<file path="config.mk">
export PLATFORM = sky130hd
export DESIGN_NAME = wb_port_arbiter
export DESIGN_NICKNAME = d
export VERILOG_FILES = /design/src/rtl/wb_port_arbiter_pkg.sv /design/src/rtl/wb_port_arbiter.sv
export SDC_FILE = /design/constraint.sdc
export NUM_CORES = 1
export LEC_CHECK = 0
export ABC_AREA = 1
export CAP_MARGIN = 10
export CORE_MARGIN = 1.5
export CORE_UTILIZATION = 47
export CTS_BUF_LIST = sky130_fd_sc_hd__clkbuf_8
export CTS_CLUSTER_SIZE = 24
export DETAILED_ROUTE_END_ITERATION = 10
export PLACE_DENSITY = 0.81
export SLEW_MARGIN = 5
export SYNTH_ARGS = -nofsm -noshare
export SYNTH_HDL_FRONTEND = slang
export SYNTH_SLANG_ARGS = --single-unit
</file>
<file path="constraint.sdc">
create_clock -name clk_i -period 1.6 [get_ports clk_i]
set_input_delay 0.32 -clock clk_i [delete_from_list [all_inputs] [get_ports clk_i]]
set_output_delay 0.32 -clock clk_i [all_outputs]
set_load 0.005 [all_outputs]
</file>
<file path="src/rtl/wb_port_arbiter_pkg.sv">
// Shared definitions for the register-file write-port arbiter: arbiter state
// encoding, the hard-wired zero register and the datapath widths used by
// MEM/WB and the register file.
package wb_port_arbiter_pkg;

  localparam int WB_ADDR_W = 5;
  localparam int WB_DATA_W = 32;

  // Register r0 reads as zero, so writes aimed at it never use the port.
  localparam int REG_ZERO = 0;

  // Arbiter states: IDLE (no starved request), WAIT (divider lost at least
  // one cycle), FORCE (divider owns the port, pipeline held for one cycle).
  localparam logic [1:0] ST_IDLE  = 2'd0;
  localparam logic [1:0] ST_WAIT  = 2'd1;
  localparam logic [1:0] ST_FORCE = 2'd2;

endpackage

</file>
<file path="src/rtl/wb_port_arbiter.sv">
// Register-file write-port arbiter. The in-order pipeline writeback normally
// owns the port; the divider's out-of-band result slips in on free cycles.
// After STARVE_LIMIT consecutive lost cycles the divider is forced through
// by stalling MEM/WB for one cycle.
module wb_port_arbiter
  import wb_port_arbiter_pkg::*;
#(
  parameter int ADDR_W       = WB_ADDR_W,
  parameter int DATA_W       = WB_DATA_W,
  parameter int STARVE_LIMIT = 4
) (
  input  logic              clk_i,
  input  logic              rst_i,
  input  logic              pipe_wr_ctrl_i,
  input  logic [ADDR_W-1:0] pipe_wr_addr_i,
  input  logic [DATA_W-1:0] pipe_wr_data_i,
  input  logic              mc_req_i,
  input  logic [ADDR_W-1:0] mc_addr_i,
  input  logic [DATA_W-1:0] mc_data_i,
  output logic              mc_ack_o,
  output logic              stall_ctrl_o,
  output logic              rf_wr_ctrl_o,
  output logic [ADDR_W-1:0] rf_wr_addr_o,
  output logic [DATA_W-1:0] rf_wr_data_o
);

  // The counter only has to reach STARVE_LIMIT; reaching it moves to FORCE,
  // which clears it, so it can never wrap.
  localparam int CNT_W = $clog2(STARVE_LIMIT + 1);
  localparam logic [CNT_W-1:0] CNT_LIMIT = CNT_W'(STARVE_LIMIT);

  logic [1:0]        state_q, state_d;
  logic [CNT_W-1:0]  cnt_q, cnt_d, cnt_inc;
  logic              wr_en_d, ack_d;
  logic [ADDR_W-1:0] wr_addr_d;
  logic [DATA_W-1:0] wr_data_d;
  logic              pw, mv, mc_to_r0, same_addr;

  // The pipeline cannot write while it is being held, and the divider's
  // request is stale in the cycle its ack is already visible.
  assign pw        = pipe_wr_ctrl_i && (pipe_wr_addr_i != ADDR_W'(REG_ZERO))
                     && (state_q != ST_FORCE);
  assign mv        = mc_req_i && !mc_ack_o;
  assign mc_to_r0  = (mc_addr_i == ADDR_W'(REG_ZERO));
  assign same_addr = (mc_addr_i == pipe_wr_addr_i);
  assign cnt_inc   = cnt_q + CNT_W'(1);

  // Moore stall: the pipeline is held exactly while the divider is forced.
  assign stall_ctrl_o = (state_q == ST_FORCE);

  // Per-cycle arbitration in priority order; idle cycles keep the last
  // address/data on the port so only the enable toggles.
  always_comb begin
    state_d   = ST_IDLE;
    cnt_d     = '0;
    wr_en_d   = 1'b0;
    ack_d     = 1'b0;
    wr_addr_d = rf_wr_addr_o;
    wr_data_d = rf_wr_data_o;
    if (state_q == ST_FORCE) begin
      if (mv) begin
        wr_en_d   = 1'b1;
        wr_addr_d = mc_addr_i;
        wr_data_d = mc_data_i;
        ack_d     = 1'b1;
      end
    end else if (mv && mc_to_r0) begin
      ack_d = 1'b1;
      if (pw) begin
        wr_en_d   = 1'b1;
        wr_addr_d = pipe_wr_addr_i;
        wr_data_d = pipe_wr_data_i;
      end
    end else if (mv && pw && same_addr) begin
      // The pipeline result is younger, so the divider value is dead.
      wr_en_d   = 1'b1;
      wr_addr_d = pipe_wr_addr_i;
      wr_data_d = pipe_wr_data_i;
      ack_d     = 1'b1;
    end else if (mv && !pw) begin
      wr_en_d   = 1'b1;
      wr_addr_d = mc_addr_i;
      wr_data_d = mc_data_i;
      ack_d     = 1'b1;
    end else if (mv) begin
      wr_en_d   = 1'b1;
      wr_addr_d = pipe_wr_addr_i;
      wr_data_d = pipe_wr_data_i;
      cnt_d     = cnt_inc;
      state_d   = (cnt_inc == CNT_LIMIT) ? ST_FORCE : ST_WAIT;
    end else if (pw) begin
      wr_en_d   = 1'b1;
      wr_addr_d = pipe_wr_addr_i;
      wr_data_d = pipe_wr_data_i;
    end
  end

  // Arbiter state and starvation counter.
  always_ff @(posedge clk_i or posedge rst_i) begin
    if (rst_i) begin
      state_q <= ST_IDLE;
      cnt_q   <= '0;
    end else begin
      state_q <= state_d;
      cnt_q   <= cnt_d;
    end
  end

  // Registered write port and ack: the decision of one cycle shows in the next.
  always_ff @(posedge clk_i or posedge rst_i) begin
    if (rst_i) begin
      rf_wr_ctrl_o <= 1'b0;
      rf_wr_addr_o <= '0;
      rf_wr_data_o <= '0;
      mc_ack_o     <= 1'b0;
    end else begin
      rf_wr_ctrl_o <= wr_en_d;
      rf_wr_addr_o <= wr_addr_d;
      rf_wr_data_o <= wr_data_d;
      mc_ack_o     <= ack_d;
    end
  end

endmodule

</file>
==> results of run 1 <==
==> layer usage <==
| layer | global-route usage (%) | part of all wire [%] | vias to the layer above | wire length [µm] |
|---|---|---|---|---|
| met5 | 0 | 0 | - | 0 |
| met4 | 10.9 | 2.6 | 0 | 313 |
| met3 | 5.60 | 8.8 | 35 | 1050 |
| met2 | 50.5 | 47 | 249 | 5620 |
| met1 | 37.6 | 41 | 1936 | 4910 |
| li1 | - | - | 1980 | - |
==> logic make-up after synthesis <==
| family | count (synthesis) |
|---|---|
| buf+inv | 119 |
| simple gates | 210 |
| compound gates | 141 |
| flops | 44 |
| xor+xnor | 1 |
| fa+ha+maj | 2 |
==> synth_stat cells (3+ instances only) <==
library cell,number,area share (%)
o22ai_1,37,6.7
nand3_1,21,3.1
dfrtp_1,44,32
buf_1,4,0.44
inv_2,12,1.3
nand3b_1,3,0.66
a22oi_1,3,0.66
o21ai_1,20,2.9
nand2_2,22,4.0
o21ai_2,20,5.1
clkbuf_1,7,0.77
nand2_1,146,16
inv_1,79,8.6
buf_2,12,1.7
nor2_2,3,0.55
a21oi_1,32,4.7
o21ai_0,26,3.8
nor2_1,6,0.66
==> worst min-delay path: cells and delay by family <==
family   cells  cell delay, ns
buf+inv      3            0.74
==> registers in the layout, indices dropped and copies added (netlist names) <==
register      flops
rf_wr_addr_o      5
rf_wr_data_o     32
state_q           2
rf_wr_ctrl_o      1
mc_ack_o          1
cnt_q             3
==> metrics by stage <==
step                      hold slack, ns  util, %  setup slack [ns]
final                              0.372     77.6           -0.0697
after global routing               0.392     77.6           -0.0864
after CTS                          0.385     75.1           -0.0171
after detailed placement           0.483     73.2            -0.491
after global placement             0.459     73.2            -0.358
after floorplan                    0.446        -             0.150
==> power groups by stage <==
stage	Combinational [W]	Sequential, W	Clock [W]
floorplan	0.000427	0.00133	0
global placement	0.00103	0.00133	0
detailed placement	0.00106	0.00133	0
CTS	0.00108	0.00131	0.000791
global route	0.00124	0.00132	0.000841
finish	0.00113	0.00131	0.000787
==> cell type report <==
class | count | area [µm²]
multi-input cells | 354 | 1900
repair buffers | 175 | 1820
fillers | 475 | 1550
flip-flops and latches | 44 | 1100
inverters | 92 | 355
well taps | 96 | 120
clock buffers | 7 | 96.3
diodes | 2 | 5.00
==> worst max-delay path by stage <==
stage | from | end | slack, ns | depth (start not counted)
after floorplan | mc_ack_o | rf_wr_data_o[18] | 0.15 | 8
after global placement | pipe_wr_ctrl_i | rf_wr_data_o[10] | -0.36 | 9
after detailed placement | mc_req_i | rf_wr_data_o[9] | -0.49 | 9
after global routing | state_q[0] | rf_wr_data_o[20] | -0.09 | 9
after CTS | state_q[1] | rf_wr_data_o[16] | -0.02 | 9
final | pipe_wr_addr_i[4] | rf_wr_data_o[20] | -0.07 | 10
==> timing repair <==
item                                   in CTS  in global routing
hold buffers                                0                  0
setup buffers                               2                  4
gates cloned                                0                  1
gates resized for setup                    16                 50
pin swaps                                   4                 11
endpoints found under the hold margin       0                  0
setup endpoints to repair                  44                 46
==> flow_metrics.py, run 1 <==
metrics = {
    "pwr": {
        "finalPower_w": 0.00323,
        "p_switching_w": 0.00100,
        "netSwitchingFraction_pct": 31.1,
        "combPwrFrac_pct": 35.1,
        "p_seq_share_pct": 40.6,
        "pwr-share-clk_pct": 24.3,
        "intPower_w": 0.00223,
        "leakagePower_nw": 2.70,
        "irDropWorstVdd_mv": 0.353,
        "powerDensity_nw_per_um2": 600,
    },
    "drt": {
        "ant_nets": 0,
        "drt_iter0_drc": 335,
        "vias_per_cell": 5.45,
        "vias": 4200,
        "post_drt_wl_per_cell_um": 15.4,
        "drtPass1Iterations": 8,
        "drt_wl_total_um": 11900,
        "drcViolationCount": 0,
    },
    "cts": {
        "numCtsBuffers": 5,
        "cts_tree": "built",
        "cts_root_buf": "clkbuf_8",
        "path_clk_slew_ns": 0.08,
        "cts.sinks": 44,
        "cts_buffer_depth": 2,
        "htreeDepth": 2,
        "clkLatencyLatePin_ns": 0.31,
    },
    "setup_path": {
        "crit_chain": "dlygate4sd2_1, nor2_1, nand3_1, nand2_4, inv_2, buf_4, nand2_1, o21ai_0, a21oi_1, nand2_1",
        "r2r-start": "state_q[0]",
        "r2r_end": "rf_wr_data_o[20]",
        "worst_setup_path_start_kind": "input port",
        "worstPathMaxFanout": 12,
        "critical_path_arrival_ns": 1.86,
        "setup.reg_to_reg.worst_slack_ns": -0.05,
        "crit_path_frequent_cell": "nand2_1",
        "slowest_delay_ns": 0.28,
        "cp-end-kind": "register",
        "required_ns": 1.79,
        "reg2reg_depth": 9,
        "slowest_stage": "dlygate4sd2_1",
        "crit_type": "in2reg",
        "crit_buf_inv": 3,
        "cp_top_family": "simple AND/OR/NAND/NOR gates",
    },
    "timing": {
        "hold_viol": 0,
        "tns_ns": -0.0697,
        "slew_viol_final": 0,
        "setup_ws_ns": -0.0697,
        "clock_skew_ns": 0.0130,
        "setup_viol": 1,
        "post-route-period-util_pct": 104,
        "worst_slew_margin_rel_pct": 75.2,
        "period_needed_ns": 1.67,
        "worstMarginPinSlew_ns": 0.369,
        "fmax_mhz": 599,
    },
    "grt": {
        "track_usage_pct": 29.7,
        "grt_remaining_overflow": 0,
        "grt_max_degree": 45,
        "grt_pass1_vias": 3998,
        "antenna_found_initial": 1,
        "grt_pass1_wl_um": 18100,
    },
    "synthesis": {
        "synth_cells": 517,
        "ys_seq_area_share_pct": 32.1,
        "synthSimpleGateAreaFrac_pct": 27.6,
        "syn-cell-area_um2": 3430,
        "synth_adder_area_share_pct": 0.729,
        "synth_xor_area_share_pct": 0.255,
        "synth_cell_types": 34,
        "ys_ff_latch": 44,
        "synth_mux_area_share_pct": 0,
        "synth_compound_area_share_pct": 24.5,
        "yosys_warnings": 0,
        "syn_area_per_cell_um2": 6.64,
        "synth_nets": 597,
        "async_reset_ff_share_pct": 100,
        "synth_edf_count": 0,
        "synth_ff_type": "dfrtp_1",
        "synth_top_family_by_area": "simple AND/OR/NAND/NOR gates",
    },
    "placement": {
        "placed_area_um2": 5090,
        "port_buffers": 117,
        "gp_congestion": 0.840,
        "hpwlAfterDp_um": 8100,
        "dp.cells": 754,
    },
    "final_layout": {
        "finalNonFillerCells": 770,
        "fin_area_um2": 5390,
        "drive_gt1_share_pct": 21.9,
        "final_nets": 752,
        "area_delta_synth_final_pct": 57.1,
        "final_cell_mix": "nand2_1, clkdlybuf4s50_1, inv_1",
        "final_common_cell": "nand2_1",
    },
    "die": {
        "pin_count": 118,
        "die_w_um": 88.5,
        "initial_core_util_pct": 49.4,
        "die_area_um2": 7820,
        "dieHeight_um": 88.5,
        "core_um2": 6940,
        "core.rowCount": 30,
    },
    "outcome": {
        "status": "finished, violations left",
        "violations": "negative setup slack",
    },
    "flow_run": {
        "drv_cap": 0,
    },
    "worst_hold_path": {
        "hp-class": "in2async",
    },
}
No activity file was read; power rests on OpenSTA's default activity.
==> inputs of run 2 (changes only) <==
Settings changed: HOLD_SLACK_MARGIN from default to 0.15.
==> results of run 2 <==
Final layout, timing and power as in run 1 (identical DEF).
==> inputs of run 3 (changes only) <==
Settings changed: CORE_UTILIZATION 47 to 49, PLACE_DENSITY 0.81 to 0.84.
Clock period 1.6 ns to 2.1 ns, I/O delays scaled along.
==> flow_metrics.py, run 3 (synthesis gave the netlist of run 1 again) <==
metrics = {
    "outcome": {
        "status": "finished clean",
    },
    "setup_path": {
        "worst_setup_path_start_kind": "register",
        "slowest_delay_ns": 0.55,
        "slowest_stage": "clkdlybuf4s50_1",
        "cp-end-kind": "output port",
        "required_ns": 1.68,
        "critical_path_arrival_ns": 1.48,
        "worstPathMaxFanout": 9,
        "crit_type": "reg2out",
        "crit_chain": "nor2_4, clkdlybuf4s50_1",
    },
    "final_layout": {
        "drive_gt1_share_pct": 15.3,
        "top_register": "rf_wr_data_o",
        "largest_reg_flops": 32,
        "final_common_cell": "nand2_1",
        "fin_area_um2": 4930,
        "antenna_cells": 0,
        "final_cell_mix": "nand2_1, clkdlybuf4s50_1, inv_1",
        "reg_top3": "rf_wr_data_o x32, rf_wr_addr_o x5, cnt_q x3",
        "final_core_util_pct": 72.6,
        "area_delta_synth_final_pct": 43.6,
        "final_nets": 720,
    },
    "timing": {
        "worst_slew_margin_rel_pct": 77.5,
        "setup_viol": 0,
        "fmax_mhz": 527,
        "slew_viol_final": 0,
        "hold_viol": 0,
        "clock_skew_ns": 0.00805,
        "rsz0062_at_grt": "no",
        "period_needed_ns": 1.90,
        "holdWs_ns": 0.468,
        "post-route-period-util_pct": 90.3,
        "worstMarginPinSlew_ns": 0.337,
    },
    "cts": {
        "post-cts-setup-buffers": 0,
        "path_clk_slew_ns": 0.09,
        "cts_resized": 0,
        "numCtsBuffers": 5,
        "cts_buffer_depth": 2,
        "postCtsHoldBufs": 0,
        "clkLatencyLatePin_ns": 0.30,
        "cts_tree": "built",
        "htreeDepth": 2,
        "cts_root_buf": "clkbuf_8",
        "cts.sinks": 44,
    },
    "die": {
        "die_area_um2": 7520,
        "core.rowCount": 30,
        "initial_core_util_pct": 50.5,
        "pin_count": 118,
        "dieHeight_um": 86.7,
        "core_um2": 6790,
        "die_w_um": 86.7,
    },
    "pwr": {
        "intPower_w": 0.00159,
        "netSwitchingFraction_pct": 31.4,
        "p_switching_w": 0.000730,
        "leakagePower_nw": 2.40,
        "irDropWorstVdd_mv": 0.338,
        "pwr-share-clk_pct": 23.0,
        "combPwrFrac_pct": 33.9,
        "finalPower_w": 0.00232,
        "p_seq_share_pct": 43.0,
        "powerDensity_nw_per_um2": 471,
    },
    "drt": {
        "top_layer": "met4",
        "drt_iter0_drc": 311,
        "post_drt_wl_per_cell_um": 14.4,
        "drcViolationCount": 0,
        "vias_per_cell": 5.37,
        "vias": 3955,
        "drtPass1Iterations": 6,
        "ant_nets": 0,
        "dr_wl_met2_um": 5090,
        "met1_length_um": 4410,
        "drt_wl_total_um": 10600,
        "met3RoutedLength_um": 947,
    },
    "placement": {
        "hpwlAfterDp_um": 7600,
        "port_buffers": 117,
        "gp_congestion": 0.943,
        "placed_area_um2": 4850,
    },
    "worst_hold_path": {
        "hp-class": "in2async",
    },
    "grt": {
        "grt_pass1_wl_um": 17300,
        "grt_remaining_overflow": 0,
        "grt_pass1_vias": 3878,
        "grt_max_degree": 45,
        "antenna_found_initial": 0,
        "track_usage_pct": 28.9,
    },
    "flow_run": {
        "drv_cap": 0,
    },
}
==> run 3: worst max-delay path: cells and delay by family (launching register included) <==
family / cells / cell delay, ns
buffers and inverters: 1 / 0.55
flip-flops: 1 / 0.40
AND/OR/NAND/NOR: 1 / 0.23
==> run 3: power groups by stage <==
stage / registers [W] / logic, W / clock network [W]
2_1_floorplan: 0.00101 / 0.000325 / 0
3_3_place_gp: 0.00101 / 0.000761 / 0
3_5_place_dp: 0.00101 / 0.000785 / 0
4_1_cts: 0.000997 / 0.000789 / 0.000549
5_1_grt: 0.00101 / 0.000867 / 0.000586
6_report: 0.000999 / 0.000788 / 0.000534
==> run 3: area by class of cell <==
cell class / count / area, µm²
Fill cell: 552 / 1860
Multi-Input combinational cell: 354 / 1820
Timing Repair Buffer: 143 / 1450
Sequential cell: 44 / 1100
Inverter: 92 / 350
Tap cell: 96 / 120
Clock buffer: 5 / 68.8
Clock inverter: 2 / 12.5
==> run 3: metrics by stage <==
stage	std cells	setup slack, ns	TNS (ns)
after global placement	729	0.0103	0
after CTS	736	0.191	0
final	736	0.203	0
after detailed placement	729	-0.0714	-0.706
after global routing	736	0.0620	0
after floorplan	517	0.628	0
==> run 3: worst paths after layout <==
check                           start               end  slack [ns]  depth (start not counted)
min in group clk_i           cnt_q[0]          cnt_q[0]        0.49                          1
max in group asynchronous       rst_i   rf_wr_addr_o[3]        1.40                          3
min                             rst_i  rf_wr_data_o[23]        0.47                          3
max                        state_q[0]      stall_ctrl_o        0.20                          2
min reg2reg                  cnt_q[0]          cnt_q[0]        0.49                          1
max reg2reg                  mc_ack_o   rf_wr_data_o[0]        0.42                          9
==> run 3: layer usage <==
metal,up-vias,track usage [%]
met4,0,11.0
met2,221,48.2
met5,-,0
met1,1808,36.8
li1,1907,-
met3,19,6.00
